$ cat config.mk
export PLATFORM = sky130hd
export DESIGN_NAME = sram_dma_copy
export DESIGN_NICKNAME = d
export VERILOG_FILES = /design/src/rtl/sram_dma_pkg.sv /design/src/rtl/sram_dma_addr_gen.sv /design/src/rtl/sram_dma_copy.sv
export SDC_FILE = /design/constraint.sdc
export NUM_CORES = 1
export LEC_CHECK = 0
export CAP_MARGIN = 15
export CORE_MARGIN = 8
export CORE_UTILIZATION = 30
export DETAILED_ROUTE_END_ITERATION = 8
export PLACE_DENSITY = 0.49
export SLEW_MARGIN = 20
export SYNTH_ARGS = -nofsm -noshare
export SYNTH_HDL_FRONTEND = slang
export SYNTH_SLANG_ARGS = --single-unit
$ cat constraint.sdc
create_clock -name pclk -period 4.5 [get_ports pclk]
set_input_delay 0.9 -clock pclk [delete_from_list [all_inputs] [get_ports pclk]]
set_output_delay 0.9 -clock pclk [all_outputs]
set_load 0.02 [all_outputs]
$ cat src/rtl/sram_dma_pkg.sv
// sram_dma_pkg: shared FSM state codes and mode/direction constants for the SRAM DMA copier
package sram_dma_pkg;
  localparam logic [2:0] ST_IDLE   = 3'd0;
  localparam logic [2:0] ST_READ   = 3'd1;
  localparam logic [2:0] ST_WAIT   = 3'd2;
  localparam logic [2:0] ST_WRITE  = 3'd3;
  localparam logic [2:0] ST_FINISH = 3'd4;
  localparam logic MODE_COPY = 1'b0;
  localparam logic MODE_FILL = 1'b1;
  localparam logic DIR_UP    = 1'b0;
  localparam logic DIR_DOWN  = 1'b1;
endpackage

$ cat src/rtl/sram_dma_addr_gen.sv
// sram_dma_addr_gen: loadable up/down word-address counter wrapping modulo 2^W
// Ports: clk, rst (async, active-high); load_i/load_val_i preset the counter;
// step_i advances it by one in the direction dir_i; addr_o is the current value.
module sram_dma_addr_gen
  import sram_dma_pkg::*;
#(
  parameter int W = 19
) (
  input  logic         clk,
  input  logic         rst,
  input  logic         load_i,
  input  logic [W-1:0] load_val_i,
  input  logic         step_i,
  input  logic         dir_i,
  output logic [W-1:0] addr_o
);
  logic [W-1:0] cnt_q, cnt_d;
  always_comb cnt_d = load_i ? load_val_i :
                      step_i ? (dir_i == DIR_DOWN ? cnt_q - W'(1) : cnt_q + W'(1)) : cnt_q;
  always_ff @(posedge clk or posedge rst)
    if (rst) cnt_q <= '0;
    else     cnt_q <= cnt_d;
  assign addr_o = cnt_q;
endmodule

$ cat src/rtl/sram_dma_copy.sv
// sram_dma_copy: SRAM block copy/fill engine driving a single-port word-addressed SRAM bus
// Ports: pclk, rst (async, active-high); start/abort/mode/dir/src_addr/dst_addr/len/fill_value
// describe a transfer; busy/done/aborted/words_done report progress; address/write_enable/
// write_data/lower_byte/upper_byte/read_data form the SRAM controller bus.
module sram_dma_copy
  import sram_dma_pkg::*;
#(
  parameter int ADDR_W = 19,
  parameter int DATA_W = 16,
  parameter int LEN_W  = 20,
  parameter int RD_LAT = 1
) (
  input  logic              pclk,
  input  logic              rst,
  input  logic              start,
  input  logic              abort,
  input  logic              mode,
  input  logic              dir,
  input  logic [ADDR_W-1:0] src_addr,
  input  logic [ADDR_W-1:0] dst_addr,
  input  logic [LEN_W-1:0]  len,
  input  logic [DATA_W-1:0] fill_value,
  output logic              busy,
  output logic              done,
  output logic              aborted,
  output logic [LEN_W-1:0]  words_done,
  output logic [ADDR_W-1:0] address,
  output logic              write_enable,
  output logic [DATA_W-1:0] write_data,
  output logic              lower_byte,
  output logic              upper_byte,
  input  logic [DATA_W-1:0] read_data
);
  logic [2:0]        state_q, state_d;
  logic              mode_q, dir_q, aborted_q;
  logic [LEN_W-1:0]  len_q, words_done_q;
  logic [DATA_W-1:0] fill_q, data_q;
  logic [1:0]        lat_q;
  logic [ADDR_W-1:0] src, dst;
  logic              accept, wait_end, last, in_write;
  // start together with abort never launches a transfer
  assign accept   = state_q == ST_IDLE && start && !abort;
  assign wait_end = state_q == ST_WAIT && lat_q == 2'(RD_LAT - 1);
  assign last     = words_done_q + LEN_W'(1) == len_q;
  assign in_write = state_q == ST_WRITE;
  always_comb begin
    state_d = state_q;
    case (state_q)
      ST_IDLE:  state_d = !accept ? ST_IDLE : len == '0 ? ST_FINISH :
                          mode == MODE_FILL ? ST_WRITE : ST_READ;
      ST_READ:  state_d = abort ? ST_FINISH : ST_WAIT;
      ST_WAIT:  state_d = abort ? ST_FINISH : wait_end ? ST_WRITE : ST_WAIT;
      ST_WRITE: state_d = (abort || last) ? ST_FINISH : mode_q == MODE_FILL ? ST_WRITE : ST_READ;
      default:  state_d = ST_IDLE;
    endcase
  end
  always_ff @(posedge pclk or posedge rst)
    if (rst) begin
      state_q      <= ST_IDLE;
      mode_q       <= MODE_COPY;
      dir_q        <= DIR_UP;
      len_q        <= '0;
      fill_q       <= '0;
      data_q       <= '0;
      lat_q        <= '0;
      words_done_q <= '0;
      aborted_q    <= 1'b0;
    end else begin
      state_q <= state_d;
      lat_q   <= state_q == ST_WAIT ? lat_q + 2'd1 : 2'd0;
      if (accept) begin
        mode_q       <= mode;
        dir_q        <= dir;
        len_q        <= len;
        fill_q       <= fill_value;
        words_done_q <= '0;
        aborted_q    <= 1'b0;
      end
      if (wait_end) data_q <= read_data;
      if (in_write) words_done_q <= words_done_q + LEN_W'(1);
      if (abort && busy) aborted_q <= 1'b1;
    end
  sram_dma_addr_gen #(.W(ADDR_W)) u_src (
    .clk(pclk), .rst(rst), .load_i(accept), .load_val_i(src_addr),
    .step_i(in_write), .dir_i(dir_q), .addr_o(src)
  );
  sram_dma_addr_gen #(.W(ADDR_W)) u_dst (
    .clk(pclk), .rst(rst), .load_i(accept), .load_val_i(dst_addr),
    .step_i(in_write), .dir_i(dir_q), .addr_o(dst)
  );
  // bus outputs decode straight from the state so reset removes write_enable at once
  assign busy         = state_q == ST_READ || state_q == ST_WAIT || in_write;
  assign done         = state_q == ST_FINISH;
  assign aborted      = done && aborted_q;
  assign words_done   = words_done_q;
  assign address      = state_q == ST_READ ? src : in_write ? dst : '0;
  assign write_enable = in_write;
  assign write_data   = !in_write ? '0 : mode_q == MODE_FILL ? fill_q : data_q;
  assign lower_byte   = 1'b1;
  assign upper_byte   = 1'b1;
endmodule

==> impl_metrics.yaml <==
layout:
  multi_input_area_um2: 4408
  syn2layout_area_growth_pct: 33.42
  diodes: 0
  mostFrequentLayoutCells: "162 x nand2_1, 154 x clkdlybuf4s50_1, 118 x dfrtp_1, 75 x nor2_1, 66 x o21ai_0"
  n_fill_cell: 2529
  nets: 1158
  seqCellArea_um2: 2953
  final_cell_area_um2: 10130
  final_layout_size_suffix_gt1_frac: 0.07618
  final_common_cell: "nand2_1"
routing:
  via_per_inst: 4.940
  drc: 0
  drt_first_iter_violations: 382
  wl_per_cell_um: 17.68
  wl_um: 24160
  ant_nets: 0
  first_pass_iters: 4
  vias: 6753
timing:
  finalSetupViolations: 0
  fmax_ghz: 0.2919
  finalHoldViolations: 0
  timing.final.max_slew_violations: 0
  worstMarginPinSlew_ns: 0.9498
  fin_crit_ns: 3.426
  period_share: 0.7612
  rsz0062_at_grt: "false"
  slew_headroom: 0.3668
  tns_ns: 0
  fin_skew_ns: 0.01290
cts:
  cts.sinks: 118
  clk-insertion-delay-late_ns: 0.43
  cts_tree: "done"
  cts_max_level: 4
  hold_buffers: 0
  ctsResizeCount: 0
  cts_buffer_depth: 2
  path_clk_slew_ns: 0.06
  post_cts.repair.setup_buffers: 0
  cts_inserted_buffers: 17
  root_buffer: "clkbuf_16"
setup_path:
  rrSetupSlack_ns: 1.53
  crit_required_ns: 3.60
  end_kind: "primary output"
  path_max_fanout: 33
  startpoint_type: "register"
  crit_type: "register to primary output"
  worstPathArrival_ns: 2.53
floorplan:
  die_w_um: 175.1
  rows: 58
  io_pins: 157
  fp.dieArea_um2: 30640
  core_um2: 25040
  die_h_um: 175.1
  start_util: 0.3031
global_route:
  grt_util_all_layers: 0.1584
  antenna_found_initial: 2
  grt_pass1_wl_um: 38790
  grt_max_degree: 61
  overflow: 0
  grt_pass1_vias: 6813
power_and_ir_drop:
  ir_drop_mv: 0.3044
  p_total_mw: 7.254
  powerDensity_nw_per_um2: 716.4
  leakage_nw: 4.337
logic_synthesis:
  netlist_area_um2: 7590
  synth.distinct_cells: 67
  syn_inst: 877
  yosys_warnings: 0
  ys.flop_type: "dfrtp_1"
  avgSynthCellArea_um2: 8.654
  seq_area_frac_synth: 0.3891
  synthArstFlopShare: 1.000
  yosys_register_bits: 118
  synth_edf_count: 0
run_status:
  status: "finished, final reports clean"
flow_run:
  max_cap_violations: 0
place:
  gp_congestion: 0.8119
  place_area_um2: 9498
  io_buffers: 154
  dpl.hpwl_um: 17310
min_path:
  worst_hold_path_type: "register to register"
-- routing by layer --
metal	up-vias	track usage	share of wire
met3	14	0.05763	0.071
met1	3180	0.2127	0.48
li1	3402	-	-
met2	153	0.2390	0.43
met5	-	0	0.00095
met4	4	0.03532	0.011
-- sequential cells by signal, indices dropped and copies added (netlist names), 2 cells and up --
signal and count:
len_q 20, lat_q 2, u_src.addr_o 19, data_q 16, state_q 3, u_dst.addr_o 19
fill_q 16, words_done 20
-- Yosys cell counts, types with 3 or more instances --
cell,number,area share
o22ai_1,11,0.0091
mux2_2,16,0.024
nor2_1,76,0.038
nand4_1,10,0.0082
o21ai_1,4,0.0026
inv_1,21,0.010
nor4_1,9,0.0074
o31ai_1,7,0.0069
nor3b_1,4,0.0040
and3_1,16,0.013
nand2_1,162,0.080
nor3_1,11,0.0073
xor2_1,23,0.027
a22o_1,18,0.021
nand3b_1,3,0.0030
mux2i_1,23,0.030
nand2b_1,6,0.0049
clkbuf_1,33,0.016
a211oi_1,5,0.0049
and2_1,8,0.0066
buf_2,3,0.0020
xnor2_1,38,0.044
a21oi_1,51,0.034
or4_1,3,0.0030
dfrtp_1,118,0.39
or3_1,4,0.0033
a22oi_1,3,0.0030
o21bai_1,5,0.0049
buf_4,3,0.0030
o21a_1,5,0.0049
o41ai_1,4,0.0046
a21o_1,9,0.0089
o21ai_0,66,0.044
ha_1,36,0.059
a31oi_1,4,0.0033
and4_1,4,0.0046
nand3_1,16,0.011
-- final timing paths --
path                                       startpoint                            to  depth (start not counted)
max in group asynchronous                         rst         aborted_q$_DFFE_PP0P_                          3
worst max-delay path             state_q[2]$_DFF_PP0_                   address[18]                          4
worst min register to register  fill_q[5]$_DFFE_PP0P_         fill_q[5]$_DFFE_PP0P_                          2
worst min-delay path            fill_q[5]$_DFFE_PP0P_         fill_q[5]$_DFFE_PP0P_                          2
worst max register to register      dir_q$_DFFE_PP0P_  u_src.addr_o[18]$_DFFE_PP0P_                         10
min in group asynchronous                         rst         fill_q[1]$_DFFE_PP0P_                          2
-- critical path, stage by stage, from the launching register on --
cell             delay, ns
dfrtp_1               0.45
nand3b_1              0.22
inv_2                 0.53
a22o_1                0.26
clkdlybuf4s50_1       0.61
-- power breakdown --
group          internal, mW  switching, mW
clock network         0.905          0.577
registers              1.50          0.387
logic                  1.79           2.10
total                  4.19           3.06
-- final cells by class --
| cell class | instances | share of cell area |
|---|---|---|
| inverter | 22 | 0.008402 |
| multi-input combinational | 698 | 0.4353 |
| tap | 330 | 0.04078 |
| timing repair buffer | 167 | 0.1619 |
| sequential | 118 | 0.2916 |
| clock buffer | 18 | 0.04337 |
| clock inverter | 14 | 0.01866 |
-- per-stage QoR --
stage	utilization	setup WS, ns	std cells	hold WS [ns]
floorplan	-	0.4709	878	0.4454
global placement	0.3794	1.526	1335	0.4655
detailed placement	0.3794	1.509	1335	0.4671
CTS	0.4044	1.045	1367	0.4830
global route	0.4044	0.9440	1367	0.5080
finish	0.4044	1.074	1367	0.4827
-- logic make-up after synthesis --
group / count (synthesis) / share of synthesized area
AND/OR/NAND/NOR: 342 / 0.2066
other: 1 / 0.0004941
XOR/XNOR: 61 / 0.07039
adder cells (fa/ha/maj): 38 / 0.06462
multiplexers: 39 / 0.05407
flip-flops: 118 / 0.3891
buffers and inverters: 62 / 0.03264
AO/OA/AOI/OAI: 216 / 0.1822
(Power assumes the default switching activity.)
